===== config.mk =====
export PLATFORM = sky130hd
export DESIGN_NAME = pipelined_csel_subtractor
export DESIGN_NICKNAME = d
export VERILOG_FILES = /design/src/rtl/csel_sub_pkg.sv /design/src/rtl/csel_sub_block.sv /design/src/rtl/pipelined_csel_subtractor.sv
export SDC_FILE = /design/constraint.sdc
export NUM_CORES = 1
export LEC_CHECK = 0
export CAP_MARGIN = 5
export CORE_ASPECT_RATIO = 1.1
export CORE_MARGIN = 2
export CORE_UTILIZATION = 50
export CTS_CLUSTER_SIZE = 20
export DETAILED_ROUTE_END_ITERATION = 12
export GPL_TIMING_DRIVEN = 1
export MAX_ROUTING_LAYER = met4
export PLACE_DENSITY = 0.72
export SLEW_MARGIN = 40
export SYNTH_ARGS = -nofsm -noshare
export SYNTH_HDL_FRONTEND = slang
export SYNTH_HIERARCHICAL = 1
export SYNTH_SLANG_ARGS = --single-unit

===== constraint.sdc =====
create_clock -name clk -period 1.9 [get_ports clk]
set_input_delay 0.285 -clock clk [delete_from_list [all_inputs] [get_ports clk]]
set_output_delay 0.285 -clock clk [all_outputs]
set_load 0.02 [all_outputs]

===== src/rtl/csel_sub_pkg.sv =====
// Shared types and helpers for the pipelined carry(borrow)-select subtractor.
// Optional saturation is enabled by the CSEL_SUB_SAT_EN macro in the top.
package csel_sub_pkg;

  // Upper bound on operand width; payload fields are sized to it.
  localparam int unsigned MAX_W = 64;

  typedef struct packed {
    logic             valid;
    logic             borrow;
    logic             a_msb;
    logic             b_msb;
    logic [MAX_W-1:0] a_rem;
    logic [MAX_W-1:0] b_rem;
    logic [MAX_W-1:0] diff;
  } stage_t;

  function automatic int unsigned calc_nstg(input int unsigned width, input int unsigned blk);
    return (blk == 0) ? 0 : width / blk;
  endfunction

  // Most-negative value when neg is set, otherwise most-positive, for a width-bit word.
  function automatic logic [MAX_W-1:0] sat_value(input logic neg, input int unsigned width);
    logic [MAX_W-1:0] min_neg;
    min_neg = MAX_W'(1) << (width - 1);
    return neg ? min_neg : min_neg - MAX_W'(1);
  endfunction

endpackage


===== src/rtl/csel_sub_block.sv =====
// One BLK-bit subtract block: both borrow-in candidates are formed, sel_borrow picks one.
module csel_sub_block
  import csel_sub_pkg::*;
#(
  parameter int BLK = 4
) (
  input  logic [BLK-1:0] a_blk,
  input  logic [BLK-1:0] b_blk,
  input  logic           sel_borrow,
  output logic [BLK-1:0] d_blk,
  output logic           b_out
);

  logic [BLK:0] cand0;
  logic [BLK:0] cand1;

  // The extra top bit is the sign of the widened difference, i.e. the block borrow.
  assign cand0 = {1'b0, a_blk} - {1'b0, b_blk};
  assign cand1 = cand0 - (BLK+1)'(1);

  assign d_blk = sel_borrow ? cand1[BLK-1:0] : cand0[BLK-1:0];
  assign b_out = sel_borrow ? cand1[BLK]     : cand0[BLK];

endmodule


===== src/rtl/pipelined_csel_subtractor.sv =====
// Skewed pipeline computing a - b - borrow_in, one BLK-bit block per stage, valid/ready both sides.
// Define CSEL_SUB_SAT_EN to saturate diff on signed overflow.
module pipelined_csel_subtractor
  import csel_sub_pkg::*;
#(
  parameter int WIDTH = 16,
  parameter int BLK   = 4
) (
  input  logic             clk,
  input  logic             rst,
  input  logic             in_valid,
  output logic             in_ready,
  input  logic [WIDTH-1:0] a,
  input  logic [WIDTH-1:0] b,
  input  logic             borrow_in,
  output logic             out_valid,
  input  logic             out_ready,
  output logic [WIDTH-1:0] diff,
  output logic             borrow_out,
  output logic             ovf
);

  localparam int NSTG = int'(calc_nstg(WIDTH, BLK));
  localparam int LAST = NSTG - 1;

  if (BLK < 1 || WIDTH < BLK || (WIDTH % BLK) != 0 || WIDTH > int'(MAX_W)) begin : g_bad_cfg
    $error("pipelined_csel_subtractor: WIDTH must be a multiple of BLK and at most MAX_W");
  end

  stage_t         pipe_q [NSTG];
  stage_t         pipe_d [NSTG];
  stage_t         src    [NSTG];
  logic [BLK-1:0] blk_d  [NSTG];
  logic [NSTG-1:0] blk_b;
  logic [NSTG:0]   adv;

  // Stage 0 is fed straight from the ports; later stages from their predecessor register.
  always_comb begin
    // NOTE: every variable gets a full default first so no path leaves it unassigned (no latch).
    src[0]       = '0;
    src[0].valid = in_valid;
    src[0].borrow = borrow_in;
    src[0].a_msb = a[WIDTH-1];
    src[0].b_msb = b[WIDTH-1];
    src[0].a_rem = MAX_W'(a);
    src[0].b_rem = MAX_W'(b);
    for (int k = 1; k < NSTG; k++) begin
      src[k] = pipe_q[k-1];
    end
  end

  for (genvar k = 0; k < NSTG; k++) begin : g_stg
    csel_sub_block #(.BLK(BLK)) u_blk (
      .a_blk      (src[k].a_rem[k*BLK +: BLK]),
      .b_blk      (src[k].b_rem[k*BLK +: BLK]),
      .sel_borrow (src[k].borrow),
      .d_blk      (blk_d[k]),
      .b_out      (blk_b[k])
    );
  end

  always_comb begin
    adv[NSTG] = out_ready;
    for (int k = NSTG - 1; k >= 0; k--) begin
      adv[k] = !pipe_q[k].valid || adv[k+1];
    end
  end

  assign in_ready = adv[0];

  // A stage that may advance takes its predecessor's op, or empties if there is none.
  always_comb begin
    for (int k = 0; k < NSTG; k++) begin
      pipe_d[k] = pipe_q[k];
      if (adv[k]) begin
        pipe_d[k].valid = src[k].valid;
        if (src[k].valid) begin
          pipe_d[k].a_msb = src[k].a_msb;
          pipe_d[k].b_msb = src[k].b_msb;
          pipe_d[k].a_rem = src[k].a_rem;
          pipe_d[k].b_rem = src[k].b_rem;
          pipe_d[k].diff  = src[k].diff;
          pipe_d[k].diff[k*BLK +: BLK] = blk_d[k];
          pipe_d[k].borrow = blk_b[k];
        end
      end
    end
  end

  always_ff @(posedge clk) begin
    if (rst) begin
      // NOTE: payload is cleared along with valid so the outputs read zero after reset.
      for (int k = 0; k < NSTG; k++) begin
        pipe_q[k] <= '0;
      end
    end else begin
      // NOTE: non-blocking so every stage samples its predecessor's pre-edge value.
      pipe_q <= pipe_d;
    end
  end

  assign out_valid  = pipe_q[LAST].valid;
  assign borrow_out = pipe_q[LAST].borrow;
  assign ovf        = (pipe_q[LAST].a_msb != pipe_q[LAST].b_msb) &&
                      (pipe_q[LAST].diff[WIDTH-1] != pipe_q[LAST].a_msb);

`ifdef CSEL_SUB_SAT_EN
  assign diff = ovf ? WIDTH'(sat_value(pipe_q[LAST].a_msb, WIDTH))
                    : pipe_q[LAST].diff[WIDTH-1:0];
`else
  assign diff = pipe_q[LAST].diff[WIDTH-1:0];
`endif

endmodule


==> results of run 1 <==
-- where the power goes --
group          internal (W)  leakage [nW]  switching (W)
logic              0.000626          1.65       0.000574
clock network       0.00129         0.167       0.000786
registers           0.00217         0.802      0.0000798
total               0.00408          2.62        0.00144
-- Yosys cell counts (2+ instances only) --
master      n
xor2_1      8
buf_2      19
xnor2_1    12
o21ai_1    23
nand4_1    33
o311ai_1   29
nor3_1      8
nor2b_2     2
nand2_1   115
a21oi_1    25
mux2_2      3
inv_2       2
mux2i_1    50
a31oi_1    29
fa_1        4
o21ai_0     5
buf_4      19
clkbuf_1   29
nor3b_1    29
o32ai_1     4
inv_1      25
ha_1       20
nor2_1      9
dfxtp_1    98
a221oi_2    4
nor2b_1    11
buf_6       3
nand3_1    19
-- kinds of logic (layout without fill, tap and decap cells) --
group / Yosys count / count (layout) / share of synthesized area, %
AO/OA/AOI/OAI: 121 / 121 / 14.8
XOR/XNOR: 20 / 20 / 3.19
adder cells (fa/ha/maj): 24 / 24 / 6.02
buffers and inverters: 98 / 160 / 8.84
flip-flops: 98 / 98 / 35.7
multiplexers: 54 / 54 / 10.0
AND/OR/NAND/NOR: 233 / 233 / 21.4
-- through the flow --
stage | utilization [%] | TNS [ns] | power, W | setup WS [ns]
6_report | 65.5 | -0.406 | 0.00552 | -0.206
3_5_place_dp | 59.1 | -6.93 | 0.00332 | -0.804
3_3_place_gp | 59.1 | -6.34 | 0.00327 | -0.752
5_1_grt | 65.5 | -0.847 | 0.00577 | -0.313
2_1_floorplan | - | -0.277 | 0.00296 | -0.111
4_1_cts | 63.6 | -0.641 | 0.00545 | -0.224
-- critical path: cells and delay by family (launching register included) --
kind	cells	cell delay [ns]
buf+inv	1	0.04
compound gates	1	0.24
fa+ha+maj	3	0.83
mux	1	0.13
simple gates	4	0.47
flops	1	0.34
-- routing by layer --
| layer | GRT usage (%) | routed length [um] | share of wire, % | vias to the layer above |
|---|---|---|---|---|
| met5 | - | 0 | 0 | - |
| li1 | - | - | - | 2418 |
| met2 | 35.7 | 6080 | 49 | 130 |
| met1 | 26.5 | 5580 | 45 | 2284 |
| met4 | 7.57 | 223 | 1.8 | 0 |
| met3 | 3.77 | 542 | 4.4 | 21 |
-- sequential cells by signal, summed over array words and instances, names as in the netlist --
signal and cells:
pipe_q 80, diff 16, borrow_out 1, out_valid 1
-- final timing paths --
check | from | endpoint | slack [ns] | depth (start not counted)
hold reg to reg | pipe_q[274] | pipe_q[274] | 0.46 | 2
setup / recovery | pipe_q[528] | pipe_q[390] | -0.21 | 10
setup reg to reg | pipe_q[528] | pipe_q[390] | -0.21 | 10
hold / removal | in_valid | pipe_q[783] | 0.31 | 3
-- cell type report --
cell class | count | area share, %
Timing Repair Buffer | 117 | 15.4
Sequential cell | 98 | 27.8
Multi-Input combinational cell | 452 | 47.9
Clock inverter | 6 | 1.59
Clock buffer | 10 | 3.23
Tap cell | 147 | 2.60
Inverter | 27 | 1.54
-- repair_timing --
item / 4_1_cts / 5_1_grt
setup buffers: 6 / 6
gates resized for setup: 32 / 45
setup endpoints to repair: 8 / 13
pin swaps: 16 / 26
cloned: 0 / 0
==> metrics, run 1 <==
RSZ-0062 raised after global routing=true; HPWL Detailed=8350 um; GRT Util Overall=21.5%; top-area cell type share of the netlist area=35.7%; Hold Buf Count CTS=0; Ys Warns=6; synth unique cells=39; CP Data Required Time=2.17 ns; area of the multi-input gates=3390 um2; Slew Limit Fails=0; Clk Latency, worst-skew pair=0.34 ns; outcome=finished, violations left; H-tree levels=3; initial core utilization=50.8%; slowest stage delay, CP=0.48 ns; clock skew=0.00786 ns; Worst-path clk slew=0.07 ns; die area=11800 um2; first-pass GRT wire length=20900 um; Syn Area/Cell=8.47 um2; GRT overflow=0; syn nets=709; FP Rows=40; DR vias=4853; Critical-path top delay cell=fa_1; Cell Pwr Density=780 nW/um2; most frequent cells in the layout=nand2_1, dfxtp_1, buf_4; synthesized cell area=5490 um2; Final min period=2.11 ns; routability cong.=0.803; CP Data Arrival Time=2.38 ns; Post-route DRC=0; max cap viols=0; asr flop ratio synth=0%; worst hold slack=0.308 ns; flip-flop and latch area=1970 um2; filler cell count=873; I/O pins=57; setup ws final=-0.206 ns; Nets=766; I/O Buffers=56; CTS Buf Count=9; area of the core=10800 um2; largest net degree at the start of global routing=70; final setup fails=4; most common cell after layout, fill and taps aside=nand2_1; Leakage=2.62 nW; CTS tree=done; layout cells sized above 1=21.5%; Critical Path End Type=flip-flop; Iter 0 DRT Violations=254; antenna violations before repair=0; placed cells=833; vias per std cell=5.66; Worst slew margin=57.2%; EDFF count, synth=0; Clock Sinks=98; part of the Yosys area used for sequential elements=35.7%; fmax=0.475 GHz; Synth area leader=dfxtp_1; die height=114 um; fin cells=857; DP Area=6380 um2; # diodes=0; die width=104 um; clock buffer depth=2; Area Growth Syn to Fin=29.0%; Routed Antenna Nets=0; post-route cell area=7080 um2; clock root cell=clkbuf_16; top cells by area, synth=dfxtp_1, mux2i_1, nand2_1; VDD IR-drop max=402 uV; post-synthesis register bit count=98; cell breakdown of the critical path=inv_2 > ha_4 > fa_1 > ha_2 > nand2_2 > and2b_1 > nor2b_4 > a221oi_2 > nand2_1 > mux2i_1; Worst-Margin Slew=0.638 ns; post-DR wirelength/cell=14.5 um; fin crit share=111%; count of final hold-check violations=0; TritonRoute pass-1 iters=5; CP Class=flip-flop to flip-flop; total wire length=12400 um; Worst Setup Start Kind=flip-flop; violated checks=setup timing; Primary FF master, synth=dfxtp_1; Hold Path Class=input pin to flip-flop; largest fanout on the critical path=2; Syn Inst Count=648; vias in the first global route=4548
Note: power is estimated with default switching activity, not from simulation.
==> inputs of run 2 (changes only) <==
Settings changed: CTS_CLUSTER_DIAMETER set to 50.
==> results of run 2 <==
Same layout as run 1: the final DEF is identical, and so are final timing and power.
==> inputs of run 3 (changes only) <==
Settings changed: ABC_AREA set to 1, ABC_CLOCK_PERIOD_IN_PS set to 1900, CTS_CLUSTER_SIZE 20 to 28, PLACE_DENSITY 0.72 to 0.73.
==> run 3 against run 2 <==
Net effect: the run now ends clean; wire length shrank 29%; die area shrank 9.9%; first-iteration DRC count shrank 48%; via count shrank 13%; area after synthesis shrank 10%; critical endpoint is now pipe_q[398]; largest cell class unchanged.
==> metrics, run 3 <==
Hold EP=pipe_q[720]; CP Data Arrival Time=2.08 ns; Clk Latency, worst-skew pair=0.35 ns; Reg with most FFs=pipe_q; Clock Sinks=98; Setup TNS Final=0 ns; Reg2Reg Setup Slack=0.06 ns; first-pass GRT wire length=16000 um; max cap viols=0; CP Data Required Time=2.15 ns; EDFF count, synth=0; Worst Setup Start Kind=flip-flop; Primary FF master, synth=dfxtp_1; GRT Util Overall=18.0%; synth unique cells=28; I/O Buffers=56; Cell Pwr Density=775 nW/um2; Synth area leader=dfxtp_1; largest fanout on the critical path=2; die width=98.7 um; Area Growth Syn to Fin=18.7%; max reg flops=80; Slew Limit Fails=0; Critical-path top delay cell=fa_1; synthesized cell area=4930 um2; clock root cell=clkbuf_8; Crit Reg-Reg Startpoint=pipe_q[720]; total power=0.00453 W; GRT overflow=0; Syn Inst Count=703; TritonRoute pass-1 iters=6; filler cell count=923; clock skew=0.00702 ns; Iter 0 DRT Violations=132; die area=10700 um2; vias per std cell=4.87; VDD IR-drop max=315 uV; count of final hold-check violations=0; I/O pins=57; part of the Yosys area used for sequential elements=39.8%; asr flop ratio synth=0%; slowest stage delay, CP=0.50 ns; hold path depth=4; total wire length=8860 um; top cells by area, synth=dfxtp_1, nor2_1, inv_1; worst hold slack=0.453 ns; FP Rows=38; RR Endpoint=pipe_q[398]; antenna violations before repair=0; fmax=0.545 GHz; min-delay src=in_valid; fin crit share=96.6%; Worst-path clk slew=0.09 ns; clock buffer depth=2; Routed Antenna Nets=0; Post-route DRC=0; placed cells=847; CTS Buf Count=9; Final min period=1.84 ns; initial core utilization=50.6%; HPWL Detailed=6370 um; post-DR wirelength/cell=10.2 um; Worst-Margin Slew=0.576 ns; most frequent cells in the layout=nor2_1, dfxtp_1, inv_1; post-synthesis register bit count=98; Ys Warns=6; outcome=completed; RSZ-0062 raised after global routing=true; most frequent cell after synthesis=nor2_1; cell breakdown of the critical path=inv_2 > ha_4 > fa_1 > ha_2 > nand2_2 > buf_4 > xnor2_2 > o21ai_1 > nor2_1; largest net degree at the start of global routing=95; most common cell after layout, fill and taps aside=nor2_1; Syn Area/Cell=7.01 um2; final setup fails=0; cell count of the worst reg-to-reg path=9; # diodes=0; Worst slew margin=61.6%; vias in the first global route=3808; CP Class=flip-flop to flip-flop; layout cells sized above 1=11.2%; H-tree levels=3; area of the core=9750 um2; CTS tree=done; routability cong.=0.817; die height=108 um; Nets=803; commonest cells in the netlist=nor2_1, dfxtp_1, inv_1; top-area cell type share of the netlist area=39.8%; crit-path leading delay family=adder cells; DR vias=4226; Leakage=2.72 nW; syn nets=764; Hold Path Class=input pin to flip-flop; Critical Path End Type=flip-flop; fin cells=867; CP bufs+invs=2
## run 3: cell types whose count changed after synthesis, moves of 32 or more
cell     before  now
nand4_1      33    1
nand2_1     115   66
inv_1        25   84
o21ai_0       5   62
nand3_1      19   57
nor2_1        9  173
mux2i_1      50    1
## run 3: through the flow
stage	instance area, um2	setup slack (ns)	utilization [%]
2_1_floorplan	4930	0.0255	-
3_3_place_gp	5520	-0.429	56.6
3_5_place_dp	5520	-0.474	56.6
4_1_cts	5780	0.000338	59.3
5_1_grt	5850	-0.0528	60.0
6_report	5850	0.0644	60.0
## run 3: what timing repair did
| item | 4_1_cts | 5_1_grt |
|---|---|---|
| hold buffers | 0 | 0 |
| buffers inserted | 2 | 2 |
| endpoints found under the setup margin | 9 | 12 |
| pin swaps | 24 | 13 |
| gates resized for setup | 23 | 13 |
## run 3: worst max-delay path by stage
stage | cells after the start | slack [ns] | startpoint | end
2_1_floorplan | 11 | 0.03 | pipe_q[528] | pipe_q[390]
3_3_place_gp | 14 | -0.43 | a[0] | pipe_q[782]
3_5_place_dp | 14 | -0.47 | a[0] | pipe_q[782]
4_1_cts | 12 | 0.0003 | pipe_q[336] | borrow_out
5_1_grt | 10 | -0.05 | pipe_q[720] | pipe_q[399]
6_report | 9 | 0.06 | pipe_q[720] | pipe_q[398]
## run 3: worst reg2reg max path, stage by stage, from the launching register on
cell     delay, ns
dfxtp_2       0.34
inv_2         0.04
ha_4          0.15
fa_1          0.50
ha_2          0.18
nand2_2       0.06
buf_4         0.15
xnor2_2       0.12
o21ai_1       0.12
nor2_1        0.06
## run 3: area by class of cell
| class | instances | area (um2) | area share, % |
|---|---|---|---|
| Clock inverter | 4 | 50.0 | 0.856 |
| Timing Repair Buffer | 78 | 762 | 13.0 |
| Multi-Input combinational cell | 465 | 2430 | 41.5 |
| Sequential cell | 98 | 1970 | 33.6 |
| Tap cell | 120 | 150 | 2.57 |
| Inverter | 90 | 338 | 5.78 |
| Clock buffer | 12 | 155 | 2.65 |
## run 3: where the power goes
group          internal, W  switching (W)  total [W]
logic             0.000433       0.000493   0.000926
clock network     0.000679       0.000678    0.00136
registers          0.00217      0.0000725    0.00225
total              0.00329        0.00124    0.00453
## run 3: kinds of logic after synthesis
logic type	after synthesis	synth area share, %
AOI/OAI and AO/OA	111	11.4
xor gates and xnor gates	12	2.13
muxes	1	0.203
buffers and inverters	140	12.6
and+or+nand+nor	317	27.1
adders and majority gates	24	6.70
DFF	98	39.8
## run 3: per-layer routing
metal / up-vias / share of wire [%] / global-route usage, %
met2: 73 / 46 / 30.5
met5: - / 0 / -
met4: 0 / 1.6 / 6.65
met1: 1871 / 49 / 22.0
li1: 2270 / - / -
met3: 12 / 3.1 / 2.59
